$ cat src/rtl/sha256_pkg.sv
`default_nettype none
// ---------------------------------------------------------------------------
// sha256_pkg : shared state encoding and padding constants for the padder
// Rev 1.0
// ---------------------------------------------------------------------------
package sha256_pkg;

  typedef enum logic [2:0] {
    IDLE   = 3'd0,
    DATA   = 3'd1,
    MARK   = 3'd2,
    ZERO   = 3'd3,
    LEN_HI = 3'd4,
    LEN_LO = 3'd5
  } state_t;

  localparam logic [7:0] PAD_BYTE      = 8'h80;
  localparam int         WORDS_PER_BLK = 16;
  localparam logic [3:0] LEN_IDX_HI    = 4'd14;
  localparam logic [3:0] LEN_IDX_LO    = 4'(WORDS_PER_BLK - 1);

  // i is the index of the word that carried the 0x80 marker
  function automatic state_t fill_next(input logic [3:0] i);
    return (i == LEN_IDX_HI - 4'd1) ? LEN_HI : ZERO;
  endfunction

endpackage
`default_nettype wire

$ cat src/rtl/sha256_pad_word.sv
`default_nettype none
// ---------------------------------------------------------------------------
// sha256_pad_word : keeps bytes 0..k-1, inserts 0x80 at byte k, zeroes the rest
// Rev 1.0
// ---------------------------------------------------------------------------
module sha256_pad_word (
  input  logic [31:0] in_data,
  input  logic [2:0]  k,
  output logic [31:0] pad_data
);
  import sha256_pkg::*;

  // k == 4 leaves the word untouched; the marker then goes in a separate word
  always_comb begin
    pad_data = '0;
    for (int j = 0; j < 4; j++) begin
      if (3'(j) < k)
        pad_data[31-8*j -: 8] = in_data[31-8*j -: 8];
      else if (3'(j) == k)
        pad_data[31-8*j -: 8] = PAD_BYTE;
    end
  end

endmodule
`default_nettype wire

$ cat src/rtl/sha256_msg_padder.sv
`default_nettype none
// ---------------------------------------------------------------------------
// sha256_msg_padder : streams a message and emits padded 512-bit blocks
// Rev 1.0
// ---------------------------------------------------------------------------
module sha256_msg_padder #(
  parameter int LEN_W         = 64,
  parameter int WORDS_PER_BLK = 16
) (
  input  logic             CLK,
  input  logic             RST,
  input  logic             start,
  input  logic [31:0]      in_data,
  input  logic             in_valid,
  output logic             in_ready,
  input  logic             in_last,
  input  logic [2:0]       in_bytes,
  output logic [31:0]      out_data,
  output logic             out_valid,
  input  logic             out_ready,
  output logic [3:0]       out_word_idx,
  output logic             out_block_end,
  output logic             out_msg_end,
  output logic             busy,
  output logic [LEN_W-1:0] len_bits
);
  import sha256_pkg::*;

  state_t      r_state;
  logic [3:0]  r_cnt;
  logic [2:0]  w_k;
  logic [31:0] w_pad;
  logic [31:0] w_word;
  logic        w_emit;
  logic        w_load;
  logic        w_in_hs;
  logic [3:0]  w_cnt_nxt;

  assign w_k       = (in_bytes > 3'd4) ? 3'd4 : in_bytes;
  assign w_load    = !out_valid || out_ready;
  assign in_ready  = (r_state == DATA) && w_load;
  assign w_in_hs   = in_valid && in_ready;
  assign w_cnt_nxt = (r_cnt == 4'(WORDS_PER_BLK - 1)) ? 4'd0 : r_cnt + 4'd1;

  sha256_pad_word u_pad (
    .in_data  (in_data),
    .k        (w_k),
    .pad_data (w_pad)
  );

  // r_cnt is the index the next emitted word will carry
  always_comb begin
    w_emit = 1'b0;
    w_word = '0;
    case (r_state)
      DATA: begin
        w_emit = w_in_hs;
        w_word = in_last ? w_pad : in_data;
      end
      MARK: begin
        w_emit = w_load;
        w_word = {PAD_BYTE, 24'h0};
      end
      ZERO:   w_emit = w_load;
      LEN_HI: begin
        w_emit = w_load;
        w_word = len_bits[LEN_W-1:32];
      end
      LEN_LO: begin
        w_emit = w_load && !(out_valid && out_msg_end);
        w_word = len_bits[31:0];
      end
      default: ;
    endcase
  end

  always_ff @(posedge CLK or posedge RST) begin
    if (RST) begin
      r_state       <= IDLE;
      r_cnt         <= '0;
      busy          <= 1'b0;
      len_bits      <= '0;
      out_data      <= '0;
      out_valid     <= 1'b0;
      out_word_idx  <= '0;
      out_block_end <= 1'b0;
      out_msg_end   <= 1'b0;
    end else begin
      if (w_emit) begin
        out_valid     <= 1'b1;
        out_data      <= w_word;
        out_word_idx  <= r_cnt;
        out_block_end <= (r_cnt == LEN_IDX_LO);
        out_msg_end   <= (r_state == LEN_LO);
        r_cnt         <= w_cnt_nxt;
      end else if (out_valid && out_ready) begin
        out_valid <= 1'b0;
      end

      case (r_state)
        IDLE: if (start) begin
          r_state  <= DATA;
          busy     <= 1'b1;
          len_bits <= '0;
          r_cnt    <= '0;
        end
        DATA: if (w_in_hs) begin
          if (in_last && w_k != 3'd4) begin
            len_bits <= len_bits + LEN_W'({w_k, 3'b000});
            r_state  <= fill_next(r_cnt);
          end else begin
            len_bits <= len_bits + LEN_W'(32);
            if (in_last)
              r_state <= MARK;
          end
        end
        MARK:   if (w_load) r_state <= fill_next(r_cnt);
        ZERO:   if (w_load && r_cnt == LEN_IDX_HI - 4'd1) r_state <= LEN_HI;
        LEN_HI: if (w_load) r_state <= LEN_LO;
        LEN_LO: if (out_valid && out_msg_end && out_ready) begin
          r_state <= IDLE;
          busy    <= 1'b0;
        end
        default: r_state <= IDLE;
      endcase
    end
  end

endmodule
`default_nettype wire

$ cat config.mk
export PLATFORM = sky130hd
export DESIGN_NAME = sha256_msg_padder
export DESIGN_NICKNAME = d
export VERILOG_FILES = /design/src/rtl/sha256_pkg.sv /design/src/rtl/sha256_pad_word.sv /design/src/rtl/sha256_msg_padder.sv
export SDC_FILE = /design/constraint.sdc
export NUM_CORES = 1
export LEC_CHECK = 0
export ABC_AREA = 1
export CAP_MARGIN = 20
export CORE_ASPECT_RATIO = 1.1
export CORE_MARGIN = 2
export CORE_UTILIZATION = 40
export CTS_CLUSTER_DIAMETER = 80
export DETAILED_ROUTE_END_ITERATION = 10
export GPL_TIMING_DRIVEN = 0
export PLACE_DENSITY = 0.75
export SKIP_CTS_REPAIR_TIMING = 1
export SYNTH_ARGS = -nofsm -noshare
export SYNTH_HDL_FRONTEND = slang
export SYNTH_SLANG_ARGS = --single-unit
export TNS_END_PERCENT = 20
$ cat constraint.sdc
create_clock -name CLK -period 10.6 [get_ports CLK]
set_clock_uncertainty 0.2 [all_clocks]
set_input_delay 1.59 -clock CLK [delete_from_list [all_inputs] [get_ports CLK]]
set_output_delay 1.59 -clock CLK [all_outputs]
set_load 0.02 [all_outputs]
==> results.json <==
{
  "status": "finished, final reports clean",
  "ios": 146,
  "critPathLaunch": "out_ready",
  "clk_latency_ns": 0.37,
  "antennaDiodeCount": 0,
  "cts_tree": "yes",
  "grt_max_degree": 68,
  "synth_area_per_cell_um2": 6.51,
  "synth_top_cell_area_share_pct": 38.0,
  "p_leak_nw": 4.16,
  "final_max_slew_viol_count": 0,
  "final_layout_size_suffix_gt1_share_pct": 5.27,
  "clockRootBuffer": "clkbuf_16",
  "power.density_nw_per_um2": 194,
  "hold_viol_final": 0,
  "rows": 51,
  "core_um2": 17500,
  "fin_tns_setup_ns": 0,
  "min_path_type": "reg2reg",
  "num_vias": 7985,
  "dp_cells": 1475,
  "reg2reg_to": "len_bits[40]$_DFFE_PP0P_",
  "grt_pass1_vias": 7507,
  "nets": 1296,
  "max_freq_mhz": 210,
  "worst_slack_ns": 5.85,
  "dpl.hpwl_um": 22800,
  "syn_area_um2": 7110,
  "reg2reg_from": "r_state[0]$_DFFE_PP0P_",
  "ir_worst_vdd_mv": 0.106,
  "holdPathStages": 2,
  "drt_iter0_markers": 660,
  "clock_path_buffers": 2,
  "dieArea_um2": 18900,
  "startpoint_type": "input pin",
  "synth_edf_count": 0,
  "crit_type": "in2out",
  "post-place-ws_ns": 5.87,
  "fin_cells": 1491,
  "ant_nets": 0,
  "period_needed_ns": 4.75,
  "synth-seq-cells": 108,
  "synthCells": 1092,
  "wl_per_cell_um": 19.3,
  "wirelength_um": 28700,
  "r2r_cells": 8,
  "track_usage_pct": 30.9,
  "clkTransAtPathRegs_ns": 0.08,
  "async_reset_ff_share_pct": 100,
  "min_to": "out_data[15]$_DFFE_PP0N_",
  "finalCritPeriodShare_pct": 44.8,
  "synth_area_leaders": "dfrtp_1, nand2_1, nor2_1, inv_1, nand3_1",
  "synth.yosys.seq_area_share_pct": 38.0,
  "synth_cell_type_count": 46,
  "end_kind": "output pin",
  "drt_pass1_iterations": 5,
  "tightest_slew_ns": 0.851,
  "place.port_buffers": 142,
  "vias_per_cell": 5.36,
  "gp_congestion": 1.01,
  "required_ns": 8.81,
  "setup_viol": 0,
  "die-width_um": 131,
  "rrSetupSlack_ns": 7.93,
  "cts.sinks": 108,
  "synthToLayoutAreaGrowth_pct": 28.7,
  "start_util_pct": 40.5,
  "hold_path.startpoint": "out_data[15]$_DFFE_PP0N_",
  "synth-main-ff-cell": "dfrtp_1",
  "rsz0062_at_grt": "false",
  "ys.warnings.count": 0,
  "slew-limit-headroom_pct": 43.3,
  "crit_fanout": 4,
  "yosysTopAreaCell": "dfrtp_1",
  "synth_most_common_cell": "nand2_1",
  "route.detailed.drc": 0,
  "dieHeight_um": 144,
  "grt_pass1_wl_um": 42800,
  "drv_cap": 0,
  "cts_max_level": 3,
  "antenna_found_initial": 0,
  "cp.arrival_ns": 2.96,
  "cts_made_buffers": 9,
  "synth_common_cells": "nand2_1, nor2_1, inv_1",
  "gr-total-overflow": 0
}
cell families (layout without fill, tap and decap cells):
logic type	after synthesis	after routing	synth area share (%)
AOI/OAI and AO/OA	124	124	10.7
xor gates and xnor gates	1	1	0.123
adders and majority gates	7	7	1.34
buffers and inverters	156	315	8.93
DFF	108	108	38.0
other	1	3	0.0528
and+or+nand+nor	695	695	40.8
critical path, stage by stage:
cell             delay [ns]
clkdlybuf4s50_1        0.42
nor2_1                 0.28
nor2_1                 0.11
clkdlybuf4s50_1        0.56
per-stage QoR:
stage / util, % / total power, mW / hold WS, ns / instance area [µm²]
CTS: 52.1 / 1.77 / 0.277 / 9140
global route: 52.1 / 1.88 / 0.305 / 9140
floorplan: - / 1.08 / 0.329 / 7110
detailed placement: 50.5 / 1.43 / 0.258 / 8860
global placement: 50.3 / 1.42 / 0.255 / 8830
finish: 52.1 / 1.78 / 0.271 / 9140
registers in the layout (all words and copies together) (netlist names):
name and flops:
out_valid 1, out_data 32, busy 1, len_bits 61, r_cnt 4, out_word_idx 4
out_block_end 1, r_state 3, out_msg_end 1
layout by cell type, fill, tap and decap left out, types with 3 or more instances in the layout:
cell             synthesis  final
clkdlybuf4s50_1          0    142
buf_1                    3      3
o211ai_1                 8      8
ha_1                     6      6
buf_4                    4      4
inv_6                    0      3
buf_2                   15     15
conb_1                   1      3
inv_1                  122    121
dfrtp_1                108    108
nor4_1                   3      3
nor2_4                   4      4
nand2_1                348    348
nand4_1                 16     16
o221ai_1                 7      7
nand2_2                  3      3
o22ai_1                  5      5
clkbuf_1                 5      6
inv_2                    4      4
nor2_2                   7      7
a21oi_4                  3      3
nand3b_1                 5      5
nor2_1                 192    192
o21ai_0                 49     49
nor3_1                  24     24
nand3_1                 86     86
clkbuf_16                0      9
a21oi_1                 33     33
a221oi_1                 5      5
how the worst max path moves through the flow:
| stage | endpoint | cells past startpoint |
|---|---|---|
| after floorplan | busy$_DFFE_PP0P_ | 1 |
| after global placement | len_bits[61]$_DFFE_PP0P_ | 2 |
| after detailed placement | in_ready | 4 |
| after CTS | in_ready | 4 |
| after global routing | in_ready | 4 |
| final | in_ready | 4 |
where the power goes:
part           internal, mW  switching [mW]  leakage (nW)
clock                 0.164           0.177         0.140
sequential            0.488          0.0727          1.47
combinational         0.294           0.580          2.56
total                 0.947           0.830          4.16
layout make-up:
class | instances | area, µm²
Clock buffer | 10 | 229
Clock inverter | 6 | 51.3
Tap cell | 238 | 298
Inverter | 127 | 479
Timing Repair Buffer | 143 | 1450
Multi-Input combinational cell | 830 | 3780
Fill cell | 1835 | 8400
Buffer | 29 | 158
Sequential cell | 108 | 2700
routing by layer:
metal  vias up  track usage, %  share of wire, %
li1       3799               -                 -
met1      3774            39.6                40
met2       345            51.7                48
met3        67            5.10               7.8
met4         0            12.4               3.7
met5         -               0                 0
No activity file was read; power rests on OpenSTA's default activity.
